===== config.mk =====
export PLATFORM = sky130hd
export DESIGN_NAME = gen_path_seq
export DESIGN_NICKNAME = d
export VERILOG_FILES = /design/src/rtl/gen_path_seq_pkg.sv /design/src/rtl/gen_path_seq_find_msb.sv /design/src/rtl/gen_path_seq.sv
export SDC_FILE = /design/constraint.sdc
export NUM_CORES = 1
export LEC_CHECK = 0
export ABC_CLOCK_PERIOD_IN_PS = 2900
export CAP_MARGIN = 20
export CORE_ASPECT_RATIO = 1.1
export CORE_UTILIZATION = 44
export CTS_CLUSTER_SIZE = 14
export DETAILED_ROUTE_END_ITERATION = 8
export GPL_TIMING_DRIVEN = 0
export PLACE_DENSITY = 0.82
export SKIP_CTS_REPAIR_TIMING = 1
export SLEW_MARGIN = 10
export SYNTH_ARGS = -nofsm -noshare
export SYNTH_HDL_FRONTEND = slang
export SYNTH_HIERARCHICAL = 1
export SYNTH_SLANG_ARGS = --single-unit

===== constraint.sdc =====
create_clock -name clk -period 2.9 [get_ports clk]
set_input_delay 0.58 -clock clk [delete_from_list [all_inputs] [get_ports clk]]
set_output_delay 0.58 -clock clk [all_outputs]
set_load 0.05 [all_outputs]

===== src/rtl/gen_path_seq_pkg.sv =====
`default_nettype none
// +----------------------------------------------------------------------+
// | gen_path_seq_pkg                                                     |
// | Shared FSM state type and default sizing for gen_path_seq.           |
// | Revision: 1.0                                                        |
// +----------------------------------------------------------------------+
package gen_path_seq_pkg;

  localparam int c_def_num_w   = 5;
  localparam int c_def_max_grp = 3;
  localparam int c_def_dim_w   = $clog2(c_def_num_w);
  localparam int c_def_grp_w   = $clog2(c_def_max_grp + 1);

  typedef enum logic [1:0] {
    S_IDLE = 2'd0,
    S_FIND = 2'd1,
    S_EMIT = 2'd2,
    S_FIN  = 2'd3
  } state_t;

endpackage
`default_nettype wire


===== src/rtl/gen_path_seq_find_msb.sv =====
`default_nettype none
// +----------------------------------------------------------------------+
// | find_msb                                                             |
// | Index of the most significant set bit, plus a non-zero flag.         |
// | Revision: 1.0                                                        |
// +----------------------------------------------------------------------+
module find_msb
  import gen_path_seq_pkg::*;
#(
  parameter int NUM_W = c_def_num_w,
  parameter int DIM_W = $clog2(NUM_W)
) (
  input  logic [NUM_W-1:0] value,
  output logic [DIM_W-1:0] idx,
  output logic             nonzero
);

  // Ascending scan: the highest set bit is the last one to write idx.
  always_comb begin
    idx = '0;
    for (int i = 0; i < NUM_W; i++) begin
      if (value[i]) idx = DIM_W'(i);
    end
  end

  assign nonzero = |value;

endmodule
`default_nettype wire


===== src/rtl/gen_path_seq.sv =====
`default_nettype none
// +----------------------------------------------------------------------+
// | gen_path_seq                                                         |
// | Greedy power-of-two subcube decomposition, one beat per dimension.   |
// | Revision: 1.0                                                        |
// +----------------------------------------------------------------------+
module gen_path_seq
  import gen_path_seq_pkg::*;
#(
  parameter  int NUM_W   = c_def_num_w,
  parameter  int MAX_GRP = c_def_max_grp,
  localparam int DIM_W   = $clog2(NUM_W),
  localparam int GRP_W   = $clog2(MAX_GRP + 1)
) (
  input  logic             clk,
  input  logic             rst,
  input  logic             in_valid,
  output logic             in_ready,
  input  logic [NUM_W-1:0] in_num,
  output logic             out_valid,
  input  logic             out_ready,
  output logic [GRP_W-1:0] out_grp,
  output logic [DIM_W-1:0] out_len,
  output logic [DIM_W-1:0] out_dim,
  output logic [NUM_W-1:0] out_base,
  output logic             out_last_dim,
  output logic             out_last,
  output logic             done,
  output logic [GRP_W-1:0] done_grp_cnt,
  output logic             done_ovf
);

  state_t           r_state;
  state_t           w_state_nxt;
  logic [NUM_W-1:0] r_rem;
  logic [NUM_W-1:0] r_base;
  logic [GRP_W-1:0] r_grp;
  logic [DIM_W-1:0] r_len;
  logic [DIM_W-1:0] r_dim;

  logic [DIM_W-1:0] w_msb;
  logic             w_nonzero;
  logic [NUM_W-1:0] w_size;
  logic [NUM_W-1:0] w_rem_nxt;
  logic [DIM_W-1:0] w_len_m1;
  logic             w_last_dim;
  logic             w_more_grp;

  find_msb #(
    .NUM_W (NUM_W),
    .DIM_W (DIM_W)
  ) u_find_msb (
    .value   (r_rem),
    .idx     (w_msb),
    .nonzero (w_nonzero)
  );

  assign w_size     = NUM_W'(1) << r_len;
  assign w_rem_nxt  = r_rem - w_size;
  assign w_len_m1   = r_len - 1'b1;
  // A zero-dimension group still emits a single beat at dim 0.
  assign w_last_dim = (r_len == '0) || (r_dim == w_len_m1);
  assign w_more_grp = (int'(r_grp) + 1) < MAX_GRP;

  always_ff @(posedge clk) begin
    if (rst) r_state <= S_IDLE;
    else     r_state <= w_state_nxt;
  end

  always_comb begin
    w_state_nxt = r_state;
    in_ready    = 1'b0;
    out_valid   = 1'b0;
    done        = 1'b0;
    case (r_state)
      S_IDLE: begin
        in_ready = 1'b1;
        if (in_valid) w_state_nxt = S_FIND;
      end
      S_FIND: w_state_nxt = w_nonzero ? S_EMIT : S_FIN;
      S_EMIT: begin
        out_valid = 1'b1;
        if (out_ready && w_last_dim)
          w_state_nxt = ((w_rem_nxt != '0) && w_more_grp) ? S_FIND : S_FIN;
      end
      S_FIN: begin
        done        = 1'b1;
        w_state_nxt = S_IDLE;
      end
      default: w_state_nxt = S_IDLE;
    endcase
  end

  always_ff @(posedge clk) begin
    if (rst) begin
      r_rem  <= '0;
      r_base <= '0;
      r_grp  <= '0;
      r_len  <= '0;
      r_dim  <= '0;
    end else begin
      case (r_state)
        S_IDLE: begin
          if (in_valid) begin
            r_rem  <= in_num;
            r_base <= '0;
            r_grp  <= '0;
            r_len  <= '0;
            r_dim  <= '0;
          end
        end
        S_FIND: begin
          r_len <= w_msb;
          r_dim <= '0;
        end
        S_EMIT: begin
          if (out_ready) begin
            if (w_last_dim) begin
              r_base <= r_base + w_size;
              r_rem  <= w_rem_nxt;
              r_grp  <= r_grp + 1'b1;
            end else begin
              r_dim  <= r_dim + 1'b1;
            end
          end
        end
        default: ;
      endcase
    end
  end

  assign out_grp      = r_grp;
  assign out_len      = r_len;
  assign out_dim      = r_dim;
  assign out_base     = r_base;
  assign out_last_dim = out_valid && w_last_dim;
  assign out_last     = out_valid && w_last_dim && ((w_rem_nxt == '0) || !w_more_grp);
  assign done_grp_cnt = done ? r_grp : '0;
  assign done_ovf     = done && (r_rem != '0);

endmodule
`default_nettype wire


==> flow_summary.json <==
{
  "status": "complete, but fails checks",
  "violations": "design-rule violations, negative setup slack",
  "grt_usage_pct": 21.4,
  "grt_max_degree": 12,
  "tightest_slew_ns": 0.595,
  "path_clk_slew_ns": 0.12,
  "dpl_cell_area_sq_um": 1840,
  "cp_max_fo": 6,
  "use_met3_pct": 3.33,
  "synth_nets": 191,
  "synth.largest_area_cell": "dfxtp_1",
  "drt-wirelength-per-cell_microns": 15.5,
  "final_area_sq_um": 1890,
  "period_minus_slack_ns": 3.15,
  "root_buffer": "clkbuf_4",
  "rsz0062_at_grt": "true",
  "grt_first_pass_wirelength_microns": 5870,
  "fill_cells": 277,
  "grt_util_met1_pct": 26.0,
  "core_sq_um": 3100,
  "vias_per_cell": 5.72,
  "drv_cap": 0,
  "finalHoldViolCount": 0,
  "postRouteAntennaNets": 0,
  "dr.first_iter.drc_count": 66,
  "cts_num_sinks": 20,
  "total_leakage_power_nw": 0.909,
  "clock_skew_ns": 0.00949,
  "fmax_mhz": 317,
  "max-vdd-ir-drop_mv": 0.223,
  "end_kind": "output port",
  "synth_cell_types": 39,
  "setup_viol": 1,
  "numPortBuffers": 29,
  "layout.cells.non_filler": 232,
  "synth_enable_flop_cells": 0,
  "worstPathRequired_ns": 2.32,
  "r2r_slack_ns": 0.60,
  "top_usage_layer": "met2",
  "yosys_warnings": 6,
  "drc": 10,
  "hold_class": "reg2reg",
  "final_layout_size_suffix_gt1_share_pct": 14.6,
  "numCtsBuffers": 3,
  "fin_crit_sh_pct": 109,
  "clkLatencyLatePin_ns": 0.31,
  "row_count": 21,
  "initial_core_util_pct": 46.7,
  "drt_pass1_iterations": 6,
  "layout.nets": 227,
  "antenna_found_initial": 0,
  "synth-seq-cells": 20,
  "maxSlewHeadroom_pct": 60.3,
  "dieArea_sq_um": 3520,
  "met2_usage_pct": 36.9,
  "drv_slew": 0,
  "netlist_instances": 163,
  "powerDensity_nw_per_um2": 393,
  "area_growth_pct": 30.7,
  "critPathKind": "reg2out",
  "setup_tns_ns": -0.251,
  "io_pins": 30,
  "synth_ff_type": "dfxtp_1",
  "critPathLaunchType": "register",
  "holdWs_ns": 0.508,
  "yosysTopAreaCellShare_pct": 27.7,
  "diodes": 0,
  "synthArstFlopShare_pct": 0,
  "fin_ws_ns": -0.251,
  "dp_cells": 226,
  "clock_path_buffers": 2,
  "grt-ovfl-total": 0,
  "arrival_ns": 2.57,
  "ys_seq_area_share_pct": 27.7,
  "avgSynthCellArea_sq_um": 8.87,
  "ys_top_cells_by_area": "dfxtp_1, ha_1, nor2_1",
  "num_vias": 1326,
  "die_x_microns": 56.7,
  "grt_pass1_vias": 1290,
  "place.gp.congestion": 0.801,
  "die_y_microns": 62.1,
  "netlist_area_sq_um": 1450,
  "wl_microns": 3590,
  "cts_tree": "yes",
  "cts_htree_levels": 1,
  "dp_hpwl_microns": 2730
}
## area by class of cell
class / count / area, sq um / share of cell area (%)
Sequential cell: 20 / 409 / 21.6
Clock buffer: 4 / 26.3 / 1.39
Buffer: 5 / 30.0 / 1.59
Tap cell: 34 / 42.5 / 2.25
Inverter: 15 / 61.3 / 3.24
Multi-Input combinational cell: 123 / 1010 / 53.4
Timing Repair Buffer: 31 / 312 / 16.5
## per-stage QoR
| stage | utilization (%) | total power [mW] | worst slack [ns] |
|---|---|---|---|
| after floorplan | - | 0.521 | -0.00870 |
| after global placement | 59.4 | 0.583 | -0.503 |
| after detailed placement | 59.4 | 0.594 | -0.572 |
| after CTS | 60.3 | 0.739 | -0.926 |
| after global routing | 61.0 | 0.783 | -0.350 |
| final | 61.0 | 0.742 | -0.251 |
## cell usage after synthesis (3+ instances only)
cell type and instances:
o211ai_1 3, inv_1 15, xor2_1 5, a22oi_1 3
nor2_1 16, and3_1 4, clkbuf_1 3, dfxtp_1 20
a22o_1 5, ha_1 17, nand2b_1 7, a21oi_1 11
nand3_1 6, nand2_1 9, o211a_1 3, xnor2_1 4
## cells in the final DEF (no fill, tap or decap), drive strengths merged, types with 7 or more instances in the layout
| cell | instances |
|---|---|
| clkdlybuf4s50 | 26 |
| dfxtp | 20 |
| ha | 17 |
| nor2 | 16 |
| inv | 15 |
| a21oi | 12 |
| nand2 | 9 |
| nand2b | 7 |
| nand3 | 7 |
| clkbuf | 7 |
## worst paths after layout
path	from	depth (start not counted)	endpoint
max reg2reg	out_len[0]$_SDFFE_PP0P_	11	out_base[4]$_SDFFE_PP0P_
max	out_len[0]$_SDFFE_PP0P_	11	out_last
min reg2reg	out_base[3]$_SDFFE_PP0P_	2	out_base[3]$_SDFFE_PP0P_
min	out_base[3]$_SDFFE_PP0P_	2	out_base[3]$_SDFFE_PP0P_
## flip-flops by register name, summed over array words and instances (netlist names)
signal / flops
r_rem: 5
out_base: 5
out_grp: 2
out_dim: 3
out_len: 3
r_state: 2
## layer usage
metal | share of wire [%] | vias up | routed length, microns
met2 | 49 | 48 | 1770
met5 | 0 | - | 0
met1 | 44 | 627 | 1570
met3 | 5.8 | 7 | 207
met4 | 1.3 | 0 | 46
li1 | - | 644 | -
## cells by family (layout without fill, tap and decap cells)
group,Yosys count,after routing,share of synthesized area (%)
simple gates,53,53,18.7
compound gates,37,37,20.2
flops,20,20,27.7
buf+inv,20,55,5.97
fa+ha+maj,19,19,17.5
xor+xnor,10,10,7.09
mux,4,4,2.94
## power breakdown
part	internal (mW)	leakage, nW	switching, mW
combinational	0.119	0.729	0.165
sequential	0.289	0.165	0.0231
clock	0.0538	0.0150	0.0932
total	0.461	0.909	0.281
## worst max-delay path, stage by stage, from the launching register on
cell and delay (ns):
dfxtp_4 0.41, inv_4 0.05, ha_4 0.16, nand2b_4 0.08, inv_2 0.06, ha_2 0.18
fa_2 0.34, xor2_1 0.18, and3_1 0.16, a311oi_2 0.39, nor3_4 0.06, buf_6 0.17
No activity file was read; power rests on OpenSTA's default activity.
